<file path="src/rtl/ram_port_arb.sv">
// Registered two-requester arbiter for the shared RAM port A. Requester 1 has priority,
// requester 0 is forced through after MAX_WAIT stalls, and lock holds requester 0 off.
module ram_port_arb #(
  parameter int XLEN         = 32,
  parameter int RAM_ADDR_LEN = 14,
  parameter int MAX_WAIT     = 4
) (
  input  logic                    clk,
  input  logic                    rstb,
  input  logic                    lock,
  input  logic                    r0_req,
  input  logic [XLEN/8-1:0]       r0_we,
  input  logic [RAM_ADDR_LEN-1:0] r0_addr,
  input  logic [XLEN-1:0]         r0_wdata,
  output logic                    r0_gnt,
  output logic                    r0_rvalid,
  output logic [XLEN-1:0]         r0_rdata,
  input  logic                    r1_req,
  input  logic [XLEN/8-1:0]       r1_we,
  input  logic [RAM_ADDR_LEN-1:0] r1_addr,
  input  logic [XLEN-1:0]         r1_wdata,
  output logic                    r1_gnt,
  output logic                    r1_rvalid,
  output logic [XLEN-1:0]         r1_rdata,
  output logic                    ram_en,
  output logic [XLEN/8-1:0]       ram_we,
  output logic [RAM_ADDR_LEN-1:0] ram_addr,
  output logic [XLEN-1:0]         ram_wdata,
  input  logic [XLEN-1:0]         ram_rdata,
  output logic [15:0]             stall_cnt
);

  localparam logic [3:0] WAIT_MAX = 4'(MAX_WAIT);

  logic [3:0] wait_cnt;
  logic       force0;
  logic       any_gnt;
  logic       gnt_is_read;
  logic       tag1_v, tag1_id;
  logic       tag2_v, tag2_id;

  assign force0  = (wait_cnt == WAIT_MAX) & r0_req & ~lock;
  assign r1_gnt  = r1_req & ~force0;
  assign r0_gnt  = r0_req & ~lock & (force0 | ~r1_req);
  assign any_gnt = r0_gnt | r1_gnt;
  assign gnt_is_read = r1_gnt ? (r1_we == '0) : (r0_we == '0);

  always_ff @(posedge clk or negedge rstb) begin
    if (!rstb) begin
      ram_en    <= 1'b0;
      ram_we    <= '0;
      ram_addr  <= '0;
      ram_wdata <= '0;
    end else begin
      ram_en <= any_gnt;
      if (r1_gnt) begin
        ram_we    <= r1_we;
        ram_addr  <= r1_addr;
        ram_wdata <= r1_wdata;
      end else if (r0_gnt) begin
        ram_we    <= r0_we;
        ram_addr  <= r0_addr;
        ram_wdata <= r0_wdata;
      end else begin
        ram_we <= '0;
      end
    end
  end

  // Read tags follow the access through issue and RAM latency; lock never flushes them.
  always_ff @(posedge clk or negedge rstb) begin
    if (!rstb) begin
      tag1_v  <= 1'b0;
      tag1_id <= 1'b0;
      tag2_v  <= 1'b0;
      tag2_id <= 1'b0;
    end else begin
      tag1_v  <= any_gnt & gnt_is_read;
      tag1_id <= r1_gnt;
      tag2_v  <= tag1_v;
      tag2_id <= tag1_id;
    end
  end

  assign r0_rvalid = tag2_v & ~tag2_id;
  assign r1_rvalid = tag2_v & tag2_id;
  assign r0_rdata  = r0_rvalid ? ram_rdata : '0;
  assign r1_rdata  = r1_rvalid ? ram_rdata : '0;

  always_ff @(posedge clk or negedge rstb) begin
    if (!rstb) begin
      wait_cnt <= '0;
    end else if (r0_gnt || !r0_req || lock) begin
      wait_cnt <= '0;
    end else if (wait_cnt != WAIT_MAX) begin
      wait_cnt <= wait_cnt + 4'd1;
    end
  end

  // Counts locked stalls too, so upgrade time shows up in the performance readout.
  always_ff @(posedge clk or negedge rstb) begin
    if (!rstb) begin
      stall_cnt <= '0;
    end else if (r0_req && !r0_gnt && stall_cnt != 16'hFFFF) begin
      stall_cnt <= stall_cnt + 16'd1;
    end
  end

endmodule

</file>
<file path="config.mk">
export PLATFORM = sky130hd
export DESIGN_NAME = ram_port_arb
export DESIGN_NICKNAME = d
export VERILOG_FILES = /design/src/rtl/ram_port_arb.sv
export SDC_FILE = /design/constraint.sdc
export NUM_CORES = 1
export LEC_CHECK = 0
export BUFFER_PORTS_ARGS = -buffer_cell sky130_fd_sc_hd__buf_2
export CORE_AREA = 2 2 106 108
export CTS_CLUSTER_DIAMETER = 200
export CTS_CLUSTER_SIZE = 30
export DETAILED_ROUTE_END_ITERATION = 8
export DIE_AREA = 0 0 108 110
export PLACE_DENSITY_LB_ADDON = 0.25
export REMOVE_ABC_BUFFERS = 1
export SYNTH_ARGS = -nofsm -noshare
export SYNTH_HDL_FRONTEND = slang
export SYNTH_SLANG_ARGS = --single-unit
</file>
<file path="constraint.sdc">
create_clock -name clk -period 2.4 [get_ports clk]
set_clock_uncertainty 0.15 [all_clocks]
set_input_delay 0.48 -clock clk [delete_from_list [all_inputs] [get_ports clk]]
set_output_delay 0.48 -clock clk [all_outputs]
set_load 0.05 [all_outputs]
</file>
==> results.md <==
| Result | Reported | Unit |
| --- | --- | --- |
| RR Startpoint | stall_cnt[0]$_DFFE_PN0P_ | - |
| Total Nets Final | 839 | - |
| Sum of overflow across all layers after global routing | 0 | - |
| Reported max-cap violation count | 0 | - |
| Overall die width | 108 | um |
| Worst Path Max Fanout | 7 | - |
| Combined area of the multi-input logic cells | 1830 | um2 |
| Class of the tightest hold or removal check | reg -> reg | - |
| Cell count after placement | 827 | - |
| Die extent in y | 110 | um |
| Net switching power | 1.41 | mW |
| Diodes inserted | 0 | - |
| Number of standard cells in the layout, taps in and fillers out | 844 | - |
| Total DRC errors in the routed layout | 0 | - |
| Type of element capturing the critical path | output pin | - |
| Clk_lat worst skew | 0.35 | ns |
| Worst vdd ir | 0.366 | mV |
| Final wirelength | 11.8 | mm |
| Total of fill cells in the finished design | 1045 | - |
| Via count of the first global-routing pass | 3773 | - |
| Total design power | 3.69 | mW |
| Seq cells post-synth | 75 | - |
| Number of input and output port buffers inserted | 271 | - |
| Startpoint Class | register | - |
| CTS sink cnt | 75 | - |
| Register share of total power | 41.1 | % |
| Comb pwr share | 31.8 | % |
| Antenna violations before repair | 0 | - |
| Clk Tree Root Cell | sky130_fd_sc_hd__clkbuf_8 | - |
| Post-Syn Instances | 439 | - |
| Data required, critical path | 1.77 | ns |
| Final min period | 2.29 | ns |
| Setup repair after global routing missed its margin | true | - |
| Register area | 1880 | um2 |
| Clock tree from TritonCTS | yes | - |
| Average wire length per cell after detail routing | 14.0 | um |
| Floorplan die area | 11900 | um2 |
| Fraction of layout cells with a size suffix above 1 | 43.2 | % |
| CTS Buf Count | 9 | - |
| Placed inst area | 5350 | um2 |
| Origin of the worst min-delay path | tag1_id$_DFF_PN0_ | - |
| Overall global routing resource usage | 19.4 | % |
| Final number of setup-violating endpoints | 0 | - |
| Ratio of final minimum period to clock period | 95.6 | % |
| Area Growth Syn to Fin | 45.7 | % |
| Headroom to the max-slew limit | 62.7 | % |
| Antenna Violating Nets Remaining | 0 | - |
| Final max-slew violation count | 0 | - |
| Count of different cell masters after synthesis | 36 | - |
| Sequential element share of the synthesized area | 49.1 | % |
| Switching share of total power | 38.3 | % |
| Reg clk slew, reported paths | 0.08 | ns |
| Arrival @ worst endpoint | 1.66 | ns |
| Std-Cell Core Area | 10700 | um2 |
| Global-route wire length before repair | 18.1 | mm |
| Run status | completed | - |
| First-pass detailed-route iteration total | 4 | - |
| DR iter-0 viols | 195 | - |
| Leakage | 3.15 | nW |
| Bufs on Longest Clock Path | 2 | - |
| Classification of the worst setup path | reg -> out | - |
| Number of vias per cell after detailed routing | 4.84 | - |
| Netlist Area Pre-Place | 3830 | um2 |
| Final instance area | 5570 | um2 |
| Total internal power | 2.28 | mW |
| I/O Pins | 272 | - |
| Via total after detailed routing | 4089 | - |
| Syn avg cell area | 8.72 | um2 |
| Maximum operating frequency | 436 | MHz |
| Initial Util | 35.8 | % |
| Total number of H-tree levels | 3 | - |
| Pwr Density | 662 | nW/um2 |
| Setup crit start | wait_cnt[0]$_DFFE_PN0P_ | - |
| Relative contribution of the clock network to total power | 27.1 | % |
| Gpl congestion | 0.949 | - |
| Estimated wirelength of the detail-placed design | 8.84 | mm |
| Number of placement rows | 38 | - |
| Synth warn | 0 | - |
| Transition time of the tightest slew-check pin | 0.560 | ns |
| Largest net degree at the start of global routing | 98 | - |
| Final hold vios | 0 | - |
| Setup repair bufs after CTS | 0 | - |
==> layout make-up <==
| cell class | count | share of cell area [%] |
|---|---|---|
| clock buffer | 12 | 2.78 |
| clock inverter | 4 | 0.876 |
| inverter | 3 | 0.202 |
| multi-input combinational | 329 | 32.8 |
| sequential | 75 | 33.7 |
| tap | 140 | 3.14 |
| timing repair buffer | 281 | 26.5 |
==> kinds of logic after synthesis <==
group / Yosys count / synth area share, %
DFF: 75 / 49.1
and+or+nand+nor: 249 / 31.5
buffers and inverters: 35 / 3.76
AOI/OAI and AO/OA: 59 / 10.4
adders and majority gates: 3 / 0.981
xor gates and xnor gates: 17 / 3.89
muxes: 1 / 0.392
==> cells in the mapped netlist <==
master	n	area (um2)
sky130_fd_sc_hd__buf_6	1	11.3
sky130_fd_sc_hd__nand4_2	1	12.5
sky130_fd_sc_hd__nor3_1	5	25.0
sky130_fd_sc_hd__o21ai_4	1	16.3
sky130_fd_sc_hd__dfrtp_1	75	1880
sky130_fd_sc_hd__a31oi_1	46	288
sky130_fd_sc_hd__mux2_4	1	15.0
sky130_fd_sc_hd__o2111ai_2	1	15.0
sky130_fd_sc_hd__or4_4	1	11.3
sky130_fd_sc_hd__a22o_1	3	26.3
sky130_fd_sc_hd__nand4_1	5	31.3
sky130_fd_sc_hd__nor2b_1	2	12.5
sky130_fd_sc_hd__o21ai_0	1	5.00
sky130_fd_sc_hd__xor2_1	7	61.3
sky130_fd_sc_hd__a21oi_1	1	5.00
sky130_fd_sc_hd__nand3b_1	2	15.0
sky130_fd_sc_hd__clkbuf_1	27	101
sky130_fd_sc_hd__nand2b_1	2	12.5
sky130_fd_sc_hd__o21ai_1	1	5.00
sky130_fd_sc_hd__buf_2	4	20.0
sky130_fd_sc_hd__o21bai_1	1	7.51
sky130_fd_sc_hd__xnor2_1	10	87.6
sky130_fd_sc_hd__and4_1	2	17.5
sky130_fd_sc_hd__ha_1	3	37.5
sky130_fd_sc_hd__nor2_1	47	176
sky130_fd_sc_hd__o21a_1	1	7.51
sky130_fd_sc_hd__and2_1	35	219
sky130_fd_sc_hd__nor4_1	4	25.0
sky130_fd_sc_hd__nand2_1	101	379
sky130_fd_sc_hd__inv_1	3	11.3
sky130_fd_sc_hd__nand4bb_1	1	11.3
sky130_fd_sc_hd__o211ai_1	3	22.5
sky130_fd_sc_hd__and3_1	36	225
sky130_fd_sc_hd__nand3_1	3	15.0
sky130_fd_sc_hd__or4_1	1	7.51
sky130_fd_sc_hd__nor4bb_1	1	10.0
==> through the flow <==
stage          setup slack [ns]  hold WS [ns]  setup TNS [ns]  util (%)
2_1_floorplan             -4.42        0.0344         -199.42         -
4_1_cts                  0.0172         0.182               0      52.0
3_5_place_dp              0.281         0.187               0      50.0
6_report                  0.105         0.194               0      52.1
5_1_grt                -0.00544         0.204        -0.00544      52.1
3_3_place_gp              0.316         0.183               0      50.0
==> final timing paths <==
check,end,slack [ns],cells past startpoint
max,r1_gnt,0.11,6
min,tag2_id$_DFF_PN0_,0.19,0
max reg2reg,stall_cnt[1]$_DFFE_PN0P_,0.25,5
min reg2reg,tag2_id$_DFF_PN0_,0.19,0
max in group asynchronous,ram_addr[8]$_DFFE_PN0P_,1.07,3
min in group asynchronous,stall_cnt[9]$_DFFE_PN0P_,0.45,2
==> per-layer routing <==
metal	GRT usage, %	wire [um]	part of all wire (%)
met1	24.6	5000	42
met2	31.9	5630	48
met3	5.47	987	8.4
met4	6.59	199	1.7
met5	0	0	0
==> placed cells by master, fill, tap and decap left out, types with 2 or more instances in the layout <==
master,Yosys,routed
sky130_fd_sc_hd__nand4_1,5,5
sky130_fd_sc_hd__nand3_1,3,3
sky130_fd_sc_hd__buf_12,0,3
sky130_fd_sc_hd__nor4_1,4,4
sky130_fd_sc_hd__ha_1,3,3
sky130_fd_sc_hd__a31oi_1,46,46
sky130_fd_sc_hd__nor3_1,5,5
sky130_fd_sc_hd__buf_4,0,8
sky130_fd_sc_hd__and4_1,2,2
sky130_fd_sc_hd__o21ai_4,1,2
sky130_fd_sc_hd__xnor2_1,10,10
sky130_fd_sc_hd__buf_2,4,268
sky130_fd_sc_hd__nand2_1,101,101
sky130_fd_sc_hd__nor2_1,47,47
sky130_fd_sc_hd__clkbuf_8,0,11
sky130_fd_sc_hd__o211ai_1,3,3
sky130_fd_sc_hd__dfrtp_1,75,75
sky130_fd_sc_hd__xor2_1,7,7
sky130_fd_sc_hd__clkinv_2,0,2
sky130_fd_sc_hd__a22o_1,3,3
sky130_fd_sc_hd__and3_1,36,36
sky130_fd_sc_hd__nand3b_1,2,2
sky130_fd_sc_hd__and2_1,35,35
sky130_fd_sc_hd__inv_1,3,2
==> state kept, by name, summed over array words and instances (netlist names) <==
register and flops:
ram_wdata 32, stall_cnt 16, ram_addr 14, ram_we 4, wait_cnt 4, ram_en 1
tag1_id 1, tag1_v 1, tag2_id 1, tag2_v 1
==> critical path: stages (launching register included) <==
cell                       delay [ns]
sky130_fd_sc_hd__dfrtp_1         0.42
sky130_fd_sc_hd__inv_1           0.07
sky130_fd_sc_hd__ha_1            0.17
sky130_fd_sc_hd__nand3b_1        0.14
sky130_fd_sc_hd__o21ai_4         0.20
sky130_fd_sc_hd__inv_2           0.10
sky130_fd_sc_hd__clkbuf_4        0.22
==> power groups by stage <==
stage	Sequential, mW	Clock [mW]	Combinational, mW
after global routing	1.54	1.10	1.25
after floorplan	2.01	0	0.309
final	1.52	1.00	1.17
after global placement	1.53	0	1.16
after CTS	1.51	1.04	1.18
after detailed placement	1.53	0	1.18
==> what timing repair did <==
action / 4_1_cts / 5_1_grt
resized for setup: 0 / 4
hold buffers: 1 / 0
setup endpoints to repair: 0 / 2
endpoints found under the hold margin: 31 / 0
No activity file was read; power rests on OpenSTA's default activity.
